$ cat src/rtl/md5_pkg.sv
// rtl/md5_pkg.sv - shared types and constants for the MD5 message padder
package md5_pkg;

  typedef logic [31:0] word_t;
  typedef word_t [0:15] block_t;

  typedef enum logic [1:0] {
    S_FILL,
    S_OUT,
    S_LEN,
    S_PADLEN
  } pad_state_e;

  // Follow-on block still owed after the current one is handed over.
  typedef enum logic [1:0] {
    PEND_NONE,
    PEND_LEN,
    PEND_PADLEN
  } pend_e;

  localparam logic [7:0] PAD_BYTE      = 8'h80;
  localparam word_t      PAD_WORD      = {24'h000000, PAD_BYTE};
  localparam int         LEN_LO_IDX    = 14;
  localparam int         LEN_HI_IDX    = 15;
  localparam int         LAST_DATA_IDX = 13;

endpackage

$ cat src/rtl/md5_pad_word.sv
// rtl/md5_pad_word.sv - keeps lanes below k, puts 0x80 in lane k, zeroes the rest
module md5_pad_word
  import md5_pkg::*;
(
  input  word_t      i_data,
  input  logic [2:0] i_k,
  output word_t      o_word
);

  always_comb begin
    o_word = '0;
    for (int n = 0; n < 4; n++) begin
      if (3'(n) < i_k) begin
        o_word[8*n +: 8] = i_data[8*n +: 8];
      end else if (3'(n) == i_k) begin
        o_word[8*n +: 8] = PAD_BYTE;
      end
    end
  end

endmodule

$ cat src/rtl/md5_padder.sv
// rtl/md5_padder.sv - RFC 1321 padder turning a 32-bit word stream into 512-bit MD5 blocks
module md5_padder
  import md5_pkg::*;
#(
  parameter int LEN_W = 32
) (
  input  logic        clk_i,
  input  logic        rst_i,
  input  logic [31:0] in_data_i,
  input  logic        in_valid_i,
  input  logic        in_last_i,
  input  logic [2:0]  in_nbytes_i,
  output logic        in_ready_o,
  output block_t      blk_o,
  output logic        blk_valid_o,
  input  logic        blk_ready_i,
  output logic        blk_first_o,
  output logic        blk_last_o
);

  pad_state_e       r_state;
  pad_state_e       w_next_state;
  pend_e            r_pend;
  block_t           r_buf;
  logic [3:0]       r_idx;
  logic [LEN_W-1:0] r_cnt;
  logic             r_first;
  logic             r_last;
  logic             r_run;

  logic             w_accept;
  logic             w_out_hs;
  logic [2:0]       w_k;
  logic [2:0]       w_add;
  logic [4:0]       w_p;
  logic [LEN_W-1:0] w_cnt_next;
  logic [63:0]      w_len_next;
  logic [63:0]      w_len_cur;
  word_t            w_pad_word;

  function automatic logic [63:0] bit_len(input logic [LEN_W-1:0] bytes);
    return 64'({bytes, 3'b000});
  endfunction

  assign w_accept   = in_valid_i & in_ready_o;
  assign w_out_hs   = blk_valid_o & blk_ready_i;
  assign w_k        = (in_nbytes_i > 3'd4) ? 3'd4 : in_nbytes_i;
  assign w_add      = in_last_i ? w_k : 3'd4;
  assign w_cnt_next = r_cnt + LEN_W'(w_add);
  // p is the word that receives the 0x80 byte; a full last word pushes it one word on.
  assign w_p        = {1'b0, r_idx} + {4'd0, (w_k == 3'd4)};
  assign w_len_next = bit_len(w_cnt_next);
  assign w_len_cur  = bit_len(r_cnt);

  md5_pad_word u_pad_word (
    .i_data (in_data_i),
    .i_k    (w_k),
    .o_word (w_pad_word)
  );

  always_ff @(posedge clk_i or posedge rst_i) begin
    if (rst_i) begin
      r_state <= S_FILL;
    end else begin
      r_state <= w_next_state;
    end
  end

  always_comb begin
    w_next_state = r_state;
    case (r_state)
      S_FILL: begin
        if (w_accept && (in_last_i || (r_idx == 4'd15))) begin
          w_next_state = S_OUT;
        end
      end
      S_OUT: begin
        if (w_out_hs) begin
          case (r_pend)
            PEND_LEN:    w_next_state = S_LEN;
            PEND_PADLEN: w_next_state = S_PADLEN;
            default:     w_next_state = S_FILL;
          endcase
        end
      end
      S_LEN:    w_next_state = S_OUT;
      S_PADLEN: w_next_state = S_OUT;
      default:  w_next_state = S_FILL;
    endcase
  end

  // r_run keeps the input closed for the first cycle after reset is released.
  always_comb begin
    in_ready_o  = r_run && (r_state == S_FILL);
    blk_valid_o = (r_state == S_OUT);
  end

  always_ff @(posedge clk_i or posedge rst_i) begin
    if (rst_i) begin
      r_buf   <= '0;
      r_idx   <= '0;
      r_cnt   <= '0;
      r_first <= 1'b1;
      r_last  <= 1'b0;
      r_pend  <= PEND_NONE;
      r_run   <= 1'b0;
    end else begin
      r_run <= 1'b1;
      case (r_state)
        S_FILL: begin
          if (w_accept) begin
            r_idx <= r_idx + 4'd1;
            r_cnt <= w_cnt_next;
            if (!in_last_i) begin
              r_buf[r_idx] <= in_data_i;
              r_last       <= 1'b0;
            end else begin
              r_buf[r_idx] <= w_pad_word;
              if ((w_k == 3'd4) && (r_idx != 4'd15)) begin
                r_buf[r_idx + 4'd1] <= PAD_WORD;
              end
              if (w_p <= 5'(LAST_DATA_IDX)) begin
                r_buf[LEN_LO_IDX] <= w_len_next[31:0];
                r_buf[LEN_HI_IDX] <= w_len_next[63:32];
                r_last            <= 1'b1;
              end else begin
                r_last <= 1'b0;
                r_pend <= (w_p == 5'd16) ? PEND_PADLEN : PEND_LEN;
              end
            end
          end
        end
        S_OUT: begin
          if (w_out_hs) begin
            r_buf   <= '0;
            r_idx   <= '0;
            r_first <= r_last;
            r_last  <= 1'b0;
            r_pend  <= PEND_NONE;
            if (r_last) begin
              r_cnt <= '0;
            end
          end
        end
        S_LEN: begin
          r_buf[LEN_LO_IDX] <= w_len_cur[31:0];
          r_buf[LEN_HI_IDX] <= w_len_cur[63:32];
          r_last            <= 1'b1;
        end
        S_PADLEN: begin
          r_buf[0]          <= PAD_WORD;
          r_buf[LEN_LO_IDX] <= w_len_cur[31:0];
          r_buf[LEN_HI_IDX] <= w_len_cur[63:32];
          r_last            <= 1'b1;
        end
        default: begin
        end
      endcase
    end
  end

  assign blk_o       = r_buf;
  assign blk_first_o = r_first;
  assign blk_last_o  = r_last;

endmodule

$ cat config.mk
export PLATFORM = sky130hd
export DESIGN_NAME = md5_padder
export DESIGN_NICKNAME = d
export VERILOG_FILES = /design/src/rtl/md5_pkg.sv /design/src/rtl/md5_pad_word.sv /design/src/rtl/md5_padder.sv
export SDC_FILE = /design/constraint.sdc
export NUM_CORES = 2
export LEC_CHECK = 0
export ABC_AREA = 0
export CAP_MARGIN = 20
export CORE_UTILIZATION = 46
export CTS_BUF_LIST = sky130_fd_sc_hd__clkbuf_8
export DETAILED_ROUTE_END_ITERATION = 16
export GPL_TIMING_DRIVEN = 0
export PLACE_DENSITY = 0.73
export SYNTH_ARGS = -nofsm -noshare
export SYNTH_HDL_FRONTEND = slang
export SYNTH_SLANG_ARGS = --single-unit
$ cat constraint.sdc
create_clock -name clk_i -period 24.5 [get_ports clk_i]
set_input_delay 4.9 -clock clk_i [delete_from_list [all_inputs] [get_ports clk_i]]
set_output_delay 4.9 -clock clk_i [all_outputs]
set_load 0.05 [all_outputs]
Word level (Yosys, flattened, before mapping)

Cells that the tools add are included.

Register bits: 555
Latch bits: 0
Bits in writable memories: 0
Memory bits (read-only): 0
Input bits: 40
Output and inout bits: 516
Memories kept: 0

Add/sub/neg operators: 3
$mul: 0
Divide/modulo/power cells: 0
Magnitude comparators: 10
Equal/unequal tests: 18
Shifts and indexed selects: 0
Muxes and demuxes: 46
Bitwise operators: 7
Reduce and logical (&&, ||, !) cells: 18

Operators with widths:

| operator             | count |
|---|---|
| $mux W512            | 4 |
| $bwmux W512          | 2 |
| $pmux W416 S2        | 1 |
| $and A496 B496 Y496  | 1 |
| $not A496 Y496       | 1 |
| $demux W32 S4        | 2 |
| $pmux W64 S3         | 1 |
| $mux W32             | 5 |
| $pmux W32 S3         | 1 |
| $mux W64             | 1 |
| $mux W8              | 8 |
| $pmux W32 S2         | 1 |
| $add A32 B3 Y32      | 1 |
| $or A16 B16 Y16      | 1 |
| $mux W2              | 7 |
| $ge A5 B5 Y1 const B | 2 |
| $lt A5 B1 Y1 const B | 2 |
| $not A4 Y5           | 2 |
| $mux W4              | 2 |
| $ne A2 B2 Y1 const B | 4 |
| $pmux W2 S2          | 2 |
| $pmux W4 S2          | 1 |
| $eq A2 B2 Y1 const B | 3 |
| $eq A2 B3 Y1 const A | 2 |
| other kinds (29)     | 45 |

Longest topological paths before layout

Word-level depth: 13
Mapped depth: 15
Depth with buffers taken out: 10

Cells and area by module

Synthesis repeated with hierarchy kept, for this count alone.

Cell total of the unflattened synthesis: 3294
Area, all modules: 31754.2 µm²

Modules (own cells, without submodules):

| module       | times used | cells each | area each (µm²) | seq. area each (µm²) |
|---|---|---|---|---|
| md5_padder   | 1          | 3255       | 31499.0         | 13889.6 |
| md5_pad_word | 1          | 39         | 255.2           | 0.0 |

Worst setup path after synthesis

Ideal clock, no wire load.

Kind: input to register
From: in in_last_i
To: reg r_buf, in the netlist blk_o[63]
Library setup time: 0.135 ns
Arrival: 7.668 ns
Slack: 16.697 ns
Stages on the path: 14
Cells stage by stage: buf_2 buf_2 buf_1 clkbuf_1 nand2b_1 nor2_1 ha_1 fa_1 a21o_1 nand3_1 nor4_2 xor2_1 a221oi_1 o31ai_2

Cells in the longest elaborated chain, start to end: 6

Ends and longest elaborated chain:

| what                           | line              | text |
|---|---|---|
| start: declaration             | md5_padder.sv:11  | `input logic in_last_i,` |
| $mux W3                        | md5_padder.sv:48  | `assign w_add = in_last_i ? w_k : 3'd4;` |
| $add A32 B3 Y32                | md5_padder.sv:49  | `assign w_cnt_next = r_cnt + LEN_W'(w_add);` |
| $mux W64                       | md5_padder.sv:122 | `if (w_p <= 5'(LAST_DATA_IDX)) begin` |
| $mux W512 *                    | md5_padder.sv:114 | `if (!in_last_i) begin` |
| $mux W512 *                    | md5_padder.sv:111 | `if (w_accept) begin` |
| $pmux W64 S3 *                 | md5_padder.sv:109 | `case (r_state)` |
| end signal: indexed assignment | md5_padder.sv:115 | `r_buf[r_idx] <= in_data_i;` |
| end signal: indexed assignment | md5_padder.sv:123 | `r_buf[LEN_LO_IDX] <= w_len_next[31:0];` |
| end signal: indexed assignment | md5_padder.sv:124 | `r_buf[LEN_HI_IDX] <= w_len_next[63:32];` |
| end: declaration               | md5_padder.sv:24  | `block_t r_buf;` |

Mark *: on every way between the ends. The rest lies on a longest branch, timed or not. The select of a mux whose other input is x is not followed.
A chain may end at the register's enable or synchronous reset.

Final worst setup path

From: in in_nbytes_i[2]
To: reg r_buf, in the netlist blk_o[50]

Cells in the longest elaborated chain, start to end: 11

Ends and longest elaborated chain:

| what                                                                  | line              | text |
|---|---|---|
| start: declaration                                                    | md5_padder.sv:12  | `input logic [2:0] in_nbytes_i,` |
| $gt A3 B3 Y1                                                          | md5_padder.sv:47  | `assign w_k = (in_nbytes_i > 3'd4) ? 3'd4 : in_nbytes_i;` |
| $mux W3 *                                                             | md5_padder.sv:47  |  |
| parallel branches: the longest is 5 deep, another holds $add A4 B1 Y5 | --                |  |
| $mux W64 *                                                            | md5_padder.sv:122 |  |
| $mux W512 *                                                           | md5_padder.sv:114 |  |
| $mux W512 *                                                           | md5_padder.sv:111 |  |
| $pmux W64 S3 *                                                        | md5_padder.sv:109 |  |

Mark *: on every way between the ends. The select of a mux whose other input is x is not followed.

==> key figures <==
GRT
  – First-pass GRT wire length: 207,000 microns
  – Vias in the first global route: 28,900
  – Gr ovfl total: 0
  – Tot GR Track Use: 48.2%
  – Pin count of the biggest net entering global routing: 129
  – Initial antenna violation count: 4

Finish
  – Nets@finish: 3,542
  – Syn-to-layout area delta: 32.1%
  – Layout cell share with drive strength beyond 1: 8.36%

STA
  – Final hold violations: 0
  – Fin. max-slew vios: 0
  – Setup_tns: 0 ns
  – Slew HR: 14.4%
  – Final worst slack: 15.38 ns
  – Slew @ Worst Pin: 1.27 ns
  – Max Freq: 110 MHz
  – Worst Clk Skew: 0.0373 ns
  – Unrepaired setup endpoints after global routing: no
  – Fin crit share: 37.2%
  – Min Clock Period, post-route: 9.12 ns
  – Setup violations, final: 0

CTS
  – CTS Sinks: 555
  – # Post-CTS Setup Buffers: 0
  – Num CTS Buffers: 94
  – TritonCTS clock tree: done
  – Skew-Pair Late Insertion Delay: 0.76 ns
  – Post-cts repair resize count: 0
  – Clk pin slew, worst setup/hold paths: 0.07 ns
  – Hold_buf cts: 0
  – Clk buf depth: 3
  – CTS H-tree lvls: 3
  – Clock root buffer: clkbuf_8

Power
  – Peak VDD IR: 0.0000935 V
  – P_leak: 0.0155 uW
  – PwrDens: 112 nW/um^2

Synthesis
  – Syn Nets: 2,881
  – Top FF cell, synth: dfrtp_1
  – Cell count after synthesis: 2,827
  – Netlist Area Pre-Place: 27,300 sq um
  – Yosys warning count: 0
  – Synth top area share: 50.8%
  – Most numerous cell in the Yosys netlist: dfrtp_1
  – Syn avg cell area: 9.65 sq um
  – Flops & latches, synth: 555
  – Synth top area cells: dfrtp_1, a221o_1, nor2_1
  – Synth cell types: 91
  – Register area share after synthesis: 50.9%
  – Ys async rst share: 100%
  – Commonest cells post-synth: dfrtp_1, nor2_1, a221o_1
  – Top cell type by total area after synthesis: dfrtp_1
  – Post-synth EDFFs: 0

Floorplanning
  – Rows: 88
  – DIE WIDTH: 245 microns
  – IO Count: 556
  – Die Height: 245 microns
  – Die area: 60,300 sq um
  – Core Box Area: 58,100 sq um
  – Starting Density: 46.9%

Place
  – Pre-CTS setup slack: 14.95 ns
  – # port buffers: 548
  – GPL Wtd Cong: 1.06
  – DPL Wire Length: 110,000 microns

Detailed routing
  – Max Used Layer: met4
  – First-pass iteration count of the detailed router: 6
  – Met1 Wirelength: 53,200 microns
  – Remaining DRCs: 0
  – Metal3 WL: 18,900 microns
  – DR vias/cell: 6.90
  – Via count: 29,900
  – Drt total wl: 148,000 microns
  – DRT iter0 DRCs: 4,239
  – Post-route ant nets: 0
  – DR WL met2: 63,100 microns
  – Routed len/inst: 34.1 microns

Status
  – Status: complete, no violations

Critical path
  – CP Buf/Inv Count: 5
  – Critical Path Fanout Max: 10
  – WP data arrival: 9.73 ns
  – Critical Path Max Stage Delay: 1.10 ns
  – Crit-path slowest cell: nor4_1
  – Crit Path Category: in -> reg
  – CP required: 25.11 ns
  – Critical Path Sink Type: flip-flop
  – CP delay by family, top: buffers and inverters
  – Crit-path cells: clkdlybuf4s50_1 -> buf_2 -> clkbuf_1 -> buf_2 -> nand2b_1 -> nor2_1 -> ha_1 -> a21o_1 -> a21oi_1 -> clkbuf_1 -> nor4_1 -> xor2_1 -> o21ai_0 -> o21ai_0
  – Worst setup SP type: input port
  – FF-to-FF Start: r_idx[1]
  – Critical path launch point: in_nbytes_i[2]

Worst hold path
  – Hold Path Origin: blk_o[103]
  – Worst hold path class: reg -> reg

Run
  – Max-Cap Viols: 0
worst paths after layout:
kind / depth (start not counted) / slack, ns / to
max reg2reg: 8 / 20.46 / blk_o[88]
max in group asynchronous: 4 / 18.29 / blk_o[85]
min: 2 / 0.51 / blk_o[103]
min reg2reg: 2 / 0.51 / blk_o[103]
min in group asynchronous: 2 / 4.65 / blk_o[477]
max: 14 / 15.38 / blk_o[50]
cell families after synthesis:
kind of cell	count (synthesis)	share of synthesized area, %
and+or+nand+nor	917	14.9
muxes	6	0.229
DFF	555	50.9
buffers and inverters	315	4.94
AOI/OAI and AO/OA	996	27.6
xor gates and xnor gates	23	0.739
adders and majority gates	14	0.670
other	1	0.0138
metrics by stage:
stage,hold WS (ns),cell area [sq um],power (uW),std cells,util (%)
after floorplan,0.473,27300,2340,2827,-
after global placement,0.475,33700,3050,4140,58.0
after detailed placement,0.483,33900,3080,4151,58.4
after CTS,0.499,36000,3980,4324,61.8
after global routing,0.516,36000,4120,4332,62.0
final,0.510,36000,4040,4332,62.0
cell usage in the layout (no fill, tap or decap), types with 18 or more instances in the layout:
cell / count
nand3_1: 92
o21a_1: 29
buf_1: 18
o21ai_0: 194
o221ai_1: 33
inv_1: 43
nor2_1: 441
buf_2: 67
a22o_1: 67
clkdlybuf4s50_1: 548
a21oi_1: 130
a221o_1: 302
clkbuf_8: 119
clkbuf_1: 196
a31oi_1: 39
and2_1: 42
dfrtp_1: 554
clkinv_2: 22
o31ai_1: 24
o21ai_1: 56
nor3_1: 21
nand2_1: 228
power breakdown:
group / internal [uW] / leakage, uW / switching [uW]
registers: 1100 / 0.00762 / 174
clock network: 485 / 0.00115 / 431
logic: 539 / 0.00678 / 1310
worst reg2reg max path, cell delays in order, from the launching register on:
cell	delay, ns
dfrtp_1	0.57
inv_1	0.22
ha_1	0.18
clkbuf_1	0.51
nand3_1	0.58
nor2_1	0.77
clkbuf_1	0.79
o22ai_1	0.18
nor2_1	0.13
registers in the layout, summed over array words and instances, names as in the netlist:
| register | cells |
|---|---|
| r_cnt | 32 |
| r_state | 2 |
| blk_last_o | 1 |
| blk_first_o | 1 |
| r_pend | 2 |
| r_idx | 4 |
| r_run | 1 |
| blk_o | 512 |
final cells by class:
cell class	instances	area [sq um]
buffer	292	1260
clock inverter	54	387
inverter	23	93.8
antenna	2	5.00
clock buffer	119	1640
multi-input combinational	1957	12000
timing repair buffer	565	5760
sequential	555	13900
fill	4757	22100
tap	765	957
metal layers:
layer / up-vias / track usage, %
met5: - / 0
met4: 0 / 33.3
met3: 662 / 15.8
met2: 2629 / 70.6
met1: 14700 / 60.3
li1: 11900 / -
No activity file was read; power rests on OpenSTA's default activity.
